[src/rtl/nonce_dispatch_scheduler.sv]
// rtl/nonce_dispatch_scheduler.sv - round-robin nonce dispatcher and hit collector for a pool of SHA-256 cores
module nonce_dispatch_scheduler #(
    parameter int NUM_CORES = 4,
    parameter int CNT_W     = 32
) (
    input  logic                   clk,
    input  logic                   reset_n,
    input  logic                   start,
    input  logic                   abort,
    input  logic [31:0]            nonce_base,
    input  logic [CNT_W-1:0]       nonce_count,
    input  logic [31:0]            target,
    output logic [NUM_CORES-1:0]   core_start,
    output logic [31:0]            core_nonce,
    input  logic [NUM_CORES-1:0]   core_done,
    input  logic [32*NUM_CORES-1:0] core_h0,
    output logic                   busy,
    output logic                   done,
    output logic                   found,
    output logic [31:0]            found_nonce,
    output logic [31:0]            found_h0
);

    localparam int IDX_W = (NUM_CORES > 1) ? $clog2(NUM_CORES) : 1;

    typedef enum logic [1:0] {IDLE, DISPATCH, DRAIN, REPORT} state_t;

    state_t                state, state_nx;
    logic [31:0]           base_q, target_q;
    logic [CNT_W-1:0]      count_q, issued;
    logic [NUM_CORES-1:0]  inflight;
    logic [31:0]           tag [NUM_CORES];
    logic [IDX_W-1:0]      rr_ptr, sel, probe;
    logic                  sel_valid, issue;
    logic [NUM_CORES-1:0]  issue_mask, retire, cand;
    logic                  best_valid;
    logic [31:0]           best_nonce, best_h0, next_nonce;

    function automatic logic [IDX_W-1:0] wrap_idx(input int v);
        return IDX_W'((v >= NUM_CORES) ? v - NUM_CORES : v);
    endfunction

    assign next_nonce = base_q + 32'(issued);

    // Scan from rr_ptr upward; descending loop so the nearest free core wins.
    always_comb begin
        sel       = '0;
        sel_valid = 1'b0;
        probe     = '0;
        for (int k = NUM_CORES - 1; k >= 0; k--) begin
            probe = wrap_idx(int'(rr_ptr) + k);
            if (!inflight[probe]) begin
                sel       = probe;
                sel_valid = 1'b1;
            end
        end
    end

    always_comb begin
        issue      = (state == DISPATCH) && (issued < count_q) && !found && !abort && sel_valid;
        issue_mask = '0;
        if (issue) begin
            issue_mask[sel] = 1'b1;
        end
    end

    // Completions from idle cores are dropped; hits are merged against the stored winner.
    always_comb begin
        retire     = core_done & inflight;
        cand       = '0;
        best_valid = found;
        best_nonce = found_nonce;
        best_h0    = found_h0;
        for (int i = 0; i < NUM_CORES; i++) begin
            cand[i] = retire[i] && (core_h0[32*i +: 32] < target_q);
            if (cand[i] && (!best_valid || tag[i] < best_nonce)) begin
                best_valid = 1'b1;
                best_nonce = tag[i];
                best_h0    = core_h0[32*i +: 32];
            end
        end
    end

    always_comb begin
        state_nx = state;
        case (state)
            IDLE:     if (start) state_nx = DISPATCH;
            DISPATCH: if ((issued == count_q) || (|cand) || abort) state_nx = DRAIN;
            DRAIN:    if (inflight == '0) state_nx = REPORT;
            REPORT:   state_nx = IDLE;
            default:  state_nx = IDLE;
        endcase
    end

    assign busy = (state != IDLE);
    assign done = (state == REPORT);

    always_ff @(posedge clk or negedge reset_n) begin
        if (!reset_n) begin
            state       <= IDLE;
            base_q      <= '0;
            target_q    <= '0;
            count_q     <= '0;
            issued      <= '0;
            inflight    <= '0;
            rr_ptr      <= '0;
            core_start  <= '0;
            core_nonce  <= '0;
            found       <= 1'b0;
            found_nonce <= '0;
            found_h0    <= '0;
            for (int i = 0; i < NUM_CORES; i++) begin
                tag[i] <= '0;
            end
        end else begin
            state      <= state_nx;
            core_start <= issue_mask;
            inflight   <= (inflight & ~retire) | issue_mask;
            if (state == IDLE && start) begin
                base_q      <= nonce_base;
                count_q     <= nonce_count;
                target_q    <= target;
                issued      <= '0;
                rr_ptr      <= '0;
                found       <= 1'b0;
                found_nonce <= '0;
                found_h0    <= '0;
            end else if (|cand) begin
                found       <= 1'b1;
                found_nonce <= best_nonce;
                found_h0    <= best_h0;
            end
            if (issue) begin
                core_nonce <= next_nonce;
                tag[sel]   <= next_nonce;
                issued     <= issued + 1'b1;
                rr_ptr     <= wrap_idx(int'(sel) + 1);
            end
        end
    end

endmodule
[config.mk]
export PLATFORM = sky130hd
export DESIGN_NAME = nonce_dispatch_scheduler
export DESIGN_NICKNAME = d
export VERILOG_FILES = /design/src/rtl/nonce_dispatch_scheduler.sv
export SDC_FILE = /design/constraint.sdc
export NUM_CORES = 1
export LEC_CHECK = 0
export BUFFER_PORTS_ARGS = -buffer_cell sky130_fd_sc_hd__clkbuf_2
export CORE_MARGIN = 5
export CORE_UTILIZATION = 45
export DETAILED_ROUTE_END_ITERATION = 8
export PLACE_DENSITY_LB_ADDON = 0.1
export SLEW_MARGIN = 20
export SYNTH_ARGS = -nofsm -noshare
export SYNTH_HDL_FRONTEND = slang
export SYNTH_SLANG_ARGS = --single-unit
[constraint.sdc]
create_clock -name clk -period 10.9 [get_ports clk]
set_input_delay 3.27 -clock clk [delete_from_list [all_inputs] [get_ports clk]]
set_output_delay 3.27 -clock clk [all_outputs]
set_load 0.05 [all_outputs]
Word-level counts from Yosys, hierarchy flattened
Cells that the tools add are included.
W data, S select, Z words.
{"block": "word_totals", "register_bits": 365, "latchBits": 0, "ramBits": 0, "romBits": 0, "wordCells": 148, "n_memories": 0}
{"block": "classes", "add_sub_neg": 11, "n_mul": 0, "div": 0, "n_lt_le_gt_ge": 22, "eq_ne": 7, "shift": 0, "muxes": 52, "bitwise": 5, "n_reduce_logical": 35}
{"cell": "$mux W32", "count": 15}
{"cell": "$lt A32 B32 Y1", "count": 9}
{"cell": "$bwmux W128", "count": 1}
{"cell": "$demux W32 S2", "count": 1}
{"cell": "$add A32 B1 Y32 const B", "count": 1}
{"cell": "$add A32 B32 Y32", "count": 1}
{"cell": "$eq A32 B32 Y1", "count": 1}
{"cell": "$mux W2", "count": 14}
{"cell": "$ge A3 B3 Y1 const B", "count": 5}
{"cell": "$logic_and A1 B1 Y1", "count": 15}
{"cell": "$lt A2 B3 Y1 const B", "count": 5}
{"cell": "$mux W1", "count": 14}
{"cell": "$sub A2 B1 Y2 const B", "count": 5}
{"cell": "$and A4 B4 Y4", "count": 2}
{"cell": "$bmux W1 S2", "count": 4}
{"cell": "$pmux W2 S4", "count": 1}
{"cell": "$add A2 B1 Y3 const B", "count": 2}
{"cell": "$add A2 B2 Y3 const B", "count": 2}
{"cell": "$logic_or A1 B1 Y1", "count": 6}
{"cell": "$reduce_bool A2 Y1", "count": 3}
{"cell": "$logic_not A1 Y1", "count": 5}
{"cell": "$reduce_bool A5 Y1", "count": 1}
{"cell": "$eq A2 B2 Y1 const B", "count": 2}
{"cell": "$logic_not A4 Y1", "count": 1}
{"cell": "other kinds (15)", "count": 16}

Logic depth before layout (Yosys ltp)
Gate-level depths: netlist of run 1.
{"block": "depth", "depth_word": 18, "ltp_mapped": 48}

Worst setup path before layout of run 1
OpenSTA, ideal clock, no wires.
{"block": "synth_timing", "kind": "input -> register", "startpoint": "in core_h0[2]", "endpoint": "reg found_h0[21]", "setup_ns": 0.079, "arrival_ns": 12.444, "required_ns": 10.821, "path_slack_ns": -1.623, "stages": 45, "n_path_buf": 6, "path_cell_list": "ha_1 -> a211oi_1 -> o21ai_0 -> a21oi_1 -> o21ai_0 -> a211oi_1 -> and2_1 -> buf_2 -> buf_2 -> mux2i_1 -> ha_1 -> o21ai_0 -> a21oi_1 -> a221o_1 -> o21ai_1 -> nor2_1 -> mux2_4 -> or4_1 -> [... 9 more ...] -> and4_1 -> nor4_1 -> and3b_1 -> o311a_4 -> nor2_8 -> buf_6 -> mux2i_1 -> ha_1 -> nand4_1 -> or2_2 -> nor3_1 -> nand3_1 -> or4_1 -> o21ba_2 -> a211oi_2 -> nor2_4 -> buf_4 -> mux2i_1"}
{"block": "synth_via", "elab_chain_len": 18, "word_cells_on_any_way": 30, "classes_between": "order compare (4); mux (11); reduce/logical (15)"}
{"element": "start: declaration", "line": "16", "rtl": "input logic [32*NUM_CORES-1:0] core_h0,"}
{"element": "$lt A32 B32 Y1 *", "line": "75", "rtl": "cand[i] = retire[i] && (core_h0[32*i +: 32] < target_q);"}
{"element": "$logic_and A1 B1 Y1 *", "line": "75"}
{"element": "$logic_and A1 B1 Y1", "line": "76", "rtl": "if (cand[i] && (!best_valid || tag[i] < best_nonce)) begin"}
{"element": "$mux W32 / $mux W1 (equally long branches)", "line": "76"}
{"element": "$lt A32 B32 Y1 / $logic_not A1 Y1 (equally long branches)", "line": "76"}
{"element": "$logic_or A1 B1 Y1", "line": "76"}
{"element": "$logic_and A1 B1 Y1", "line": "76"}
{"element": "$mux W32 / $mux W1 (equally long branches)", "line": "76"}
{"element": "[... 2 more ...]"}
{"element": "$logic_and A1 B1 Y1", "line": "76"}
{"element": "$mux W32 / $mux W1 (equally long branches)", "line": "76"}
{"element": "$lt A32 B32 Y1 / $logic_not A1 Y1 (equally long branches)", "line": "76"}
{"element": "$logic_or A1 B1 Y1", "line": "76"}
{"element": "$logic_and A1 B1 Y1", "line": "76"}
{"element": "$mux W32", "line": "76"}
{"element": "$mux W32", "line": "128", "rtl": "end else if (|cand) begin"}
{"element": "$mux W32", "line": "119", "rtl": "if (state == IDLE && start) begin"}
{"element": "end signal: assignment", "line": "131", "rtl": "found_h0 <= best_h0;"}
{"element": "end: declaration", "line": "21", "rtl": "output logic [31:0] found_h0"}
Mark *: on every way between the ends. The rest lies on a longest branch, timed or not. The select of a mux whose other input is x is not followed.
A chain may end at the register's enable or synchronous reset.

Worst setup path after layout of run 1
{"block": "layout_timing", "startpoint": "in core_h0[24]", "endpoint": "reg found_nonce[15]"}
{"block": "layout_via", "elab_chain_len": 18, "word_cells_on_any_way": 26, "classes_between": "order compare (4); mux (9); reduce/logical (13)"}
{"element": "$lt A32 B32 Y1 *", "line": "75"}
{"element": "$logic_and A1 B1 Y1 *", "line": "75"}
{"element": "$logic_and A1 B1 Y1", "line": "76"}
{"element": "$mux W32 / $mux W1 (equally long branches)", "line": "76"}
{"element": "$lt A32 B32 Y1 / $logic_not A1 Y1 (equally long branches)", "line": "76"}
{"element": "$logic_or A1 B1 Y1", "line": "76"}
{"element": "$logic_and A1 B1 Y1", "line": "76"}
{"element": "$mux W32 / $mux W1 (equally long branches)", "line": "76"}
{"element": "[... 2 more ...]"}
{"element": "$logic_and A1 B1 Y1", "line": "76"}
{"element": "$mux W32 / $mux W1 (equally long branches)", "line": "76"}
{"element": "$lt A32 B32 Y1 / $logic_not A1 Y1 (equally long branches)", "line": "76"}
{"element": "$logic_or A1 B1 Y1", "line": "76"}
{"element": "$logic_and A1 B1 Y1", "line": "76"}
{"element": "$mux W32", "line": "76"}
{"element": "$mux W32", "line": "128"}
{"element": "$mux W32", "line": "119"}
{"element": "end signal: assignment", "line": "130", "rtl": "found_nonce <= best_nonce;"}
{"element": "end: declaration", "line": "20", "rtl": "output logic [31:0] found_nonce,"}
Marked as above.

==> impl_metrics.toml, run 1 <==
[worst_setup_path]
crit_top_cell = "a21o_1"
critPathCaptureType = "flip-flop"
r2r_cells = 49
regToRegEndpoint = "found_nonce[15]"
cp_data_required_time_ns = 11.34
worstPathMaxFanout = 8
worst_path_largest_cell_delay_ns = 0.62
critPathKind = "in -> reg"
timing.rr.start = "found_nonce[31]"
cp_data_arrival_time_ns = 12.45
cpMaxStageDelayCell = "or4_4"
r2r_slack_ns = 0.50
crit_path_start_kind = "primary input"

[min_path]
hp-class = "reg -> reg"
holdPathEnd = "base_q[16]"
hold_start = "base_q[16]"
hold_depth = 2

[power_and_ir_drop]
ir_drop_uv = 151
cellLeakagePower_nw = 16.0
p_int_w = 0.00471
power-per-cell-area_nw_per_um2 = 259
clkPwrFrac_pct = 18.3
p_seq_share_pct = 26.1
switching_share_pct = 44.5
pwr-share-comb_pct = 55.6
p_sw_w = 0.00377

[timing]
hold_violations = 0
clock-skew-final_ns = 0.0259
slew_violations = 0
finalCritPeriodShare_pct = 110
relSlewSlack_pct = 26.0
rsz0062_at_grt = "true"
min_period_ns = 12.00
max_clock_freq_ghz = 0.0833
layout_setup_ws_ns = -1.10
tightest_slew_ns = 1.11
setup_viol = 64

[synthesis]
yosysTopAreaCellShare_pct = 36.3
synth_fa_ha_area_share_pct = 16.0
synth_seq_cells = 365
synthArstFlopShare_pct = 100
yosysSeqAreaShare_pct = 36.3
yosysMostFrequentCell = "dfrtp_1"
yosys_warnings = 0
synth_fp_nets = 3166
syn_area_per_cell_sq_um = 9.64
muxShareOfSynthArea_pct = 12.4
synth_top_cells_by_count = "365 x dfrtp_1, 321 x ha_1, 307 x nand2_1"
synth_compound_area_share_pct = 18.3
synth-edff-count = 0
synth_xor_area_share_pct = 0.939
synth_top_flop_cell = "dfrtp_1"
syn_area_sq_um = 25200
synth_top_family_by_area = "compound AO/OA/AOI/OAI gates"
ys_types = 81
yosysTopAreaCell = "dfrtp_1"
synth-simple-area-share_pct = 11.5
synth_area_leaders = "dfrtp_1 36%, ha_1 16%, mux2_2 6.7%"
synthCells = 2612

[grt]
antenna_found_initial = 7
grt_max_degree = 128
track_usage_pct = 29.4
first_global_vias = 23091
grt_first_pass_wirelength_mm = 139
overflow = 0

[routing]
num_vias = 22637
dr.pass1.iters = 5
vias_per_cell = 5.77
remaining_drc_errors = 0
drt-initial-drc-count = 1434
wl_met1_mm = 39.1
routed_wl_mm = 92.3
postRouteAntennaNets = 0
top_layer = "met5"
wl_met3_mm = 5.76
met2_length_mm = 44.2
wl_per_cell_microns = 23.5

[clock_network]
holdBufCountCts = 0
numCtsBuffers = 44
insertion_delay_ns = 0.60
cts_num_sinks = 365
clk_path_buf_depth = 3
clkTransAtPathRegs_ns = 0.06
cts_tree = "built"
cts_htree_levels = 2
cts-root-buf = "clkbuf_16"

[layout]
drive_gt1_share_pct = 34.2
nNetsFinal = 3684
num-fill-cells = 4811
final_util_pct = 59.2
multi_input_area_sq_um = 16400
seq_area_sq_um = 9130
syn_to_final_growth_pct = 30.0

[floorplan]
core-area_sq_um = 55300
die_h_microns = 247
start_util_pct = 45.5
dieArea_sq_um = 60800
die_w_microns = 247
io_pins = 335
num_rows = 86

[job]
max_cap_viol_count = 0

[place]
port_buffers = 334
place_ws_ns = -2.10
place_congestion = 0.951
hpwl_mm = 68.4

[status]
status = "complete, but fails checks"
violations = "negative setup slack"
worst max path at each step:
stage	from	to	slack (ns)
final	core_h0[24]	found_nonce[15]	-1.10
after global placement	core_h0[25]	found_h0[11]	-2.04
after global routing	core_h0[30]	found_h0[10]	-1.45
after floorplan	core_h0[2]	found_nonce[22]	-0.69
after detailed placement	core_h0[27]	found_h0[8]	-2.10
after CTS	core_h0[25]	found_h0[11]	-1.23
power by group through the flow:
stage               logic, W  registers, W  clock network (W)
floorplan            0.00239       0.00238                  0
global placement     0.00409       0.00219                  0
detailed placement   0.00418       0.00219                  0
CTS                  0.00439       0.00218            0.00159
global route         0.00515       0.00226            0.00164
finish               0.00471       0.00222            0.00155
worst max-delay path, delay by kind of cell:
kind	cells	cell delay (ns)
adders and majority gates	4	0.98
AOI/OAI and AO/OA	22	3.82
buffers and inverters	12	1.74
muxes	2	0.47
and+or+nand+nor	9	2.12
cell families (layout without fill, tap and decap cells):
kind of cell,Yosys count,after routing
AO/OA/AOI/OAI,708,708
XOR/XNOR,27,27
adder cells (fa/ha/maj),322,322
buffers and inverters,286,839
flip-flops,365,365
multiplexers,290,290
other,0,6
AND/OR/NAND/NOR,614,615
through the flow:
stage | std cells | area, sq um | TNS, ns | power, W | hold slack (ns)
6_report | 3920 | 32700 | -67.30 | 0.00848 | 0.480
3_3_place_gp | 3774 | 29200 | -128.33 | 0.00628 | 0.470
3_5_place_dp | 3774 | 29200 | -130.83 | 0.00638 | 0.471
2_1_floorplan | 2612 | 25500 | -43.71 | 0.00477 | 0.452
5_1_grt | 3917 | 32700 | -88.23 | 0.00905 | 0.498
4_1_cts | 3892 | 31600 | -74.68 | 0.00816 | 0.486
cell type report:
class / count / area share (%)
Tap cell: 748 / 2.86
Timing Repair Buffer: 592 / 12.5
Antenna cell: 6 / 0.0459
Clock buffer: 66 / 4.08
Clock inverter: 16 / 0.592
Sequential cell: 365 / 27.9
Inverter: 165 / 1.89
Multi-Input combinational cell: 1962 / 50.2
routing by layer:
layer | GRT usage (%) | vias up
met4 | 9.58 | 4
met2 | 50.3 | 785
met5 | 0 | -
met1 | 38.2 | 11136
met3 | 4.44 | 180
li1 | - | 10532
cell usage in the layout, fill, tap and decap left out, types with 59 or more instances in the layout:
cell type	n
a21oi_1	197
nand2_1	303
dfrtp_1	365
inv_1	162
mux2i_1	92
nand3_1	70
ha_1	282
clkbuf_2	328
buf_4	211
mux2_2	149
o21ai_0	173
a21o_1	59
nor2_1	60
flip-flops by register name (all words and copies together), names as in the netlist:
signal / flops
core_nonce: 32
base_q: 32
core_start: 4
found: 1
count_q: 32
tag: 128
found_nonce: 32
rr_ptr: 2
inflight: 4
issued: 32
target_q: 32
state: 2
found_h0: 32
repair_timing:
item | 4_1_cts | 5_1_grt
pin swaps | 38 | 74
gates resized for setup | 81 | 189
endpoints found under the setup margin | 64 | 64
cloned | 5 | 2
setup buffers | 33 | 27
No activity file was read; power rests on OpenSTA's default activity.
==> inputs of run 2 (changes only) <==
--- a/config.mk
+++ b/config.mk
@@ -8,8 +8,10 @@
 export BUFFER_PORTS_ARGS = -buffer_cell sky130_fd_sc_hd__clkbuf_2
 export CORE_MARGIN = 5
 export CORE_UTILIZATION = 45
+export CTS_CLUSTER_SIZE = 24
 export DETAILED_ROUTE_END_ITERATION = 8
 export PLACE_DENSITY_LB_ADDON = 0.1
+export REMOVE_ABC_BUFFERS = 1
 export SLEW_MARGIN = 20
 export SYNTH_ARGS = -nofsm -noshare
 export SYNTH_HDL_FRONTEND = slang
==> constraint.sdc (replaced) <==
create_clock -name clk -period 10.5 [get_ports clk]
set_input_delay 3.15 -clock clk [delete_from_list [all_inputs] [get_ports clk]]
set_output_delay 3.15 -clock clk [all_outputs]
set_load 0.05 [all_outputs]
==> run 2 against run 1 <==
The run still ends with negative setup slack left. Global-route usage down 1.5 points. Hold slack gained 0.00075 ns. Final cell count grew 0.43%. Critical path type unchanged. Critical endpoint is now found_nonce[14].
==> impl_metrics.toml, run 2 (same netlist as run 1, synthesis figures left out) <==
[worst_setup_path]
crit_top_cell = "a21o_1"
crit_path_start_kind = "primary input"
cpMaxStageDelayCell = "or4_4"
critPathCaptureType = "flip-flop"
worstPathMaxFanout = 8
cp_data_arrival_time_ns = 12.53
worst_path_largest_cell_delay_ns = 0.62
critPathKind = "in -> reg"
cp_data_required_time_ns = 10.93
r2r_cells = 49

[layout]
drive_gt1_share_pct = 34.2
syn_to_final_growth_pct = 30.1
fin_cells = 3937
final_util_pct = 59.3
regMostFlops = "tag"
largest_reg_flops = 128
mostFrequentLayoutCell = "dfrtp_1"
num-fill-cells = 4814
nNetsFinal = 3709
mostFrequentLayoutCells = "365 x dfrtp_1, 327 x clkbuf_2, 304 x nand2_1, 301 x ha_1, 242 x buf_4"

[timing]
clock-skew-final_ns = 0.0255
max_clock_freq_ghz = 0.0827
relSlewSlack_pct = 29.2
min_period_ns = 12.10
layout_setup_ws_ns = -1.60
finalCritPeriodShare_pct = 115
slew_violations = 0
hold_violations = 0
rsz0062_at_grt = "true"
setup_viol = 64
tightest_slew_ns = 1.05

[place]
place_congestion = 0.937
dp.cells = 3797
hpwl_mm = 63.5
port_buffers = 334

[floorplan]
core-area_sq_um = 55300
start_util_pct = 45.5
dieArea_sq_um = 60800
die_w_microns = 247
num_rows = 86
io_pins = 335
die_h_microns = 247

[clock_network]
cts_tree = "built"
holdBufCountCts = 0
cts-root-buf = "clkbuf_16"
insertion_delay_ns = 0.59
clkTransAtPathRegs_ns = 0.06
clk_path_buf_depth = 3
numCtsBuffers = 44
cts_htree_levels = 2
cts_num_sinks = 365

[grt]
overflow = 0
first_global_vias = 22805
grt_first_pass_wirelength_mm = 133
antenna_found_initial = 3
grt_max_degree = 156
track_usage_pct = 27.9

[routing]
dr.pass1.iters = 4
postRouteAntennaNets = 0
remaining_drc_errors = 0
vias_per_cell = 5.70
drt-initial-drc-count = 1333
wl_per_cell_microns = 22.3
num_vias = 22432
routed_wl_mm = 87.9

[power_and_ir_drop]
cellLeakagePower_nw = 16.2
power-per-cell-area_nw_per_um2 = 268
ir_drop_uv = 185

[min_path]
hp-class = "reg -> reg"
hold_depth = 2

[status]
violations = "negative setup slack"
status = "complete, but fails checks"

[job]
max_cap_viol_count = 0
-- run 2: cell types whose count changed in the layout (fill, tap and decap cells not counted), sizes merged --
cell / previous run / this run
clkinvlp: 2 / 3
diode: 6 / 1
buf: 261 / 281
clkinv: 9 / 8
bufinv: 3 / 4
or4: 6 / 7
-- run 2: timing repair --
item,4_1_cts,5_1_grt
setup buffers,32,18
cloned,6,6
endpoints found under the setup margin,64,64
pin swaps,56,95
gates resized for setup,137,156
-- run 2: per-stage QoR --
| step | area (sq um) | power (W) | hold slack (ns) | setup TNS (ns) | setup WS (ns) |
|---|---|---|---|---|---|
| 2_1_floorplan | 24600 | 0.00490 | 0.452 | -569.26 | -5.08 |
| 6_report | 32800 | 0.00878 | 0.481 | -98.64 | -1.60 |
| 3_5_place_dp | 29100 | 0.00662 | 0.471 | -185.66 | -2.96 |
| 3_3_place_gp | 29100 | 0.00651 | 0.473 | -169.15 | -2.67 |
| 4_1_cts | 31700 | 0.00856 | 0.487 | -80.82 | -1.33 |
| 5_1_grt | 32800 | 0.00938 | 0.509 | -123.30 | -1.98 |
-- run 2: cell type report --
class                      count  area, sq um  area share [%]
inverter                     165          619            1.89
tap                          748          936            2.86
multi-input combinational   1963        16200            49.6
timing repair buffer         616         4310            13.2
clock buffer                  62         1300            3.97
clock inverter                17          215           0.657
antenna                        1         2.50         0.00764
sequential                   365         9130            27.9
-- run 2: path summary, 6_finish.rpt --
| check | slack [ns] | endpoint | from |
|---|---|---|---|
| max reg2reg | 0.24 | found_nonce[14] | found_nonce[2] |
| min reg2reg | 0.48 | base_q[10] | base_q[10] |
| max | -1.60 | found_nonce[14] | core_h0[28] |
| max in group asynchronous | 6.45 | tag[73] | reset_n |
| min | 0.48 | base_q[10] | base_q[10] |
| min in group asynchronous | 2.61 | target_q[6] | reset_n |
-- run 2: where the power goes --
| part | switching (W) | internal (W) | total (W) |
|---|---|---|---|
| Combinational | 0.00278 | 0.00208 | 0.00486 |
| Sequential | 0.000415 | 0.00188 | 0.00230 |
| Clock | 0.000655 | 0.000965 | 0.00162 |
-- run 2: critical path: cells and delay by family --
kind | cells | cell delay (ns)
mux | 2 | 0.42
buf+inv | 11 | 1.75
simple gates | 8 | 2.00
fa+ha+maj | 4 | 1.08
compound gates | 23 | 4.07
-- run 2: per-layer routing --
metal | global-route usage, % | share of wire (%) | vias up
li1 | - | - | 10603
met1 | 35.8 | 42 | 10973
met2 | 47.6 | 48 | 691
met3 | 4.45 | 5.6 | 163
met4 | 10.5 | 4.1 | 2
met5 | 0 | 0.015 | -
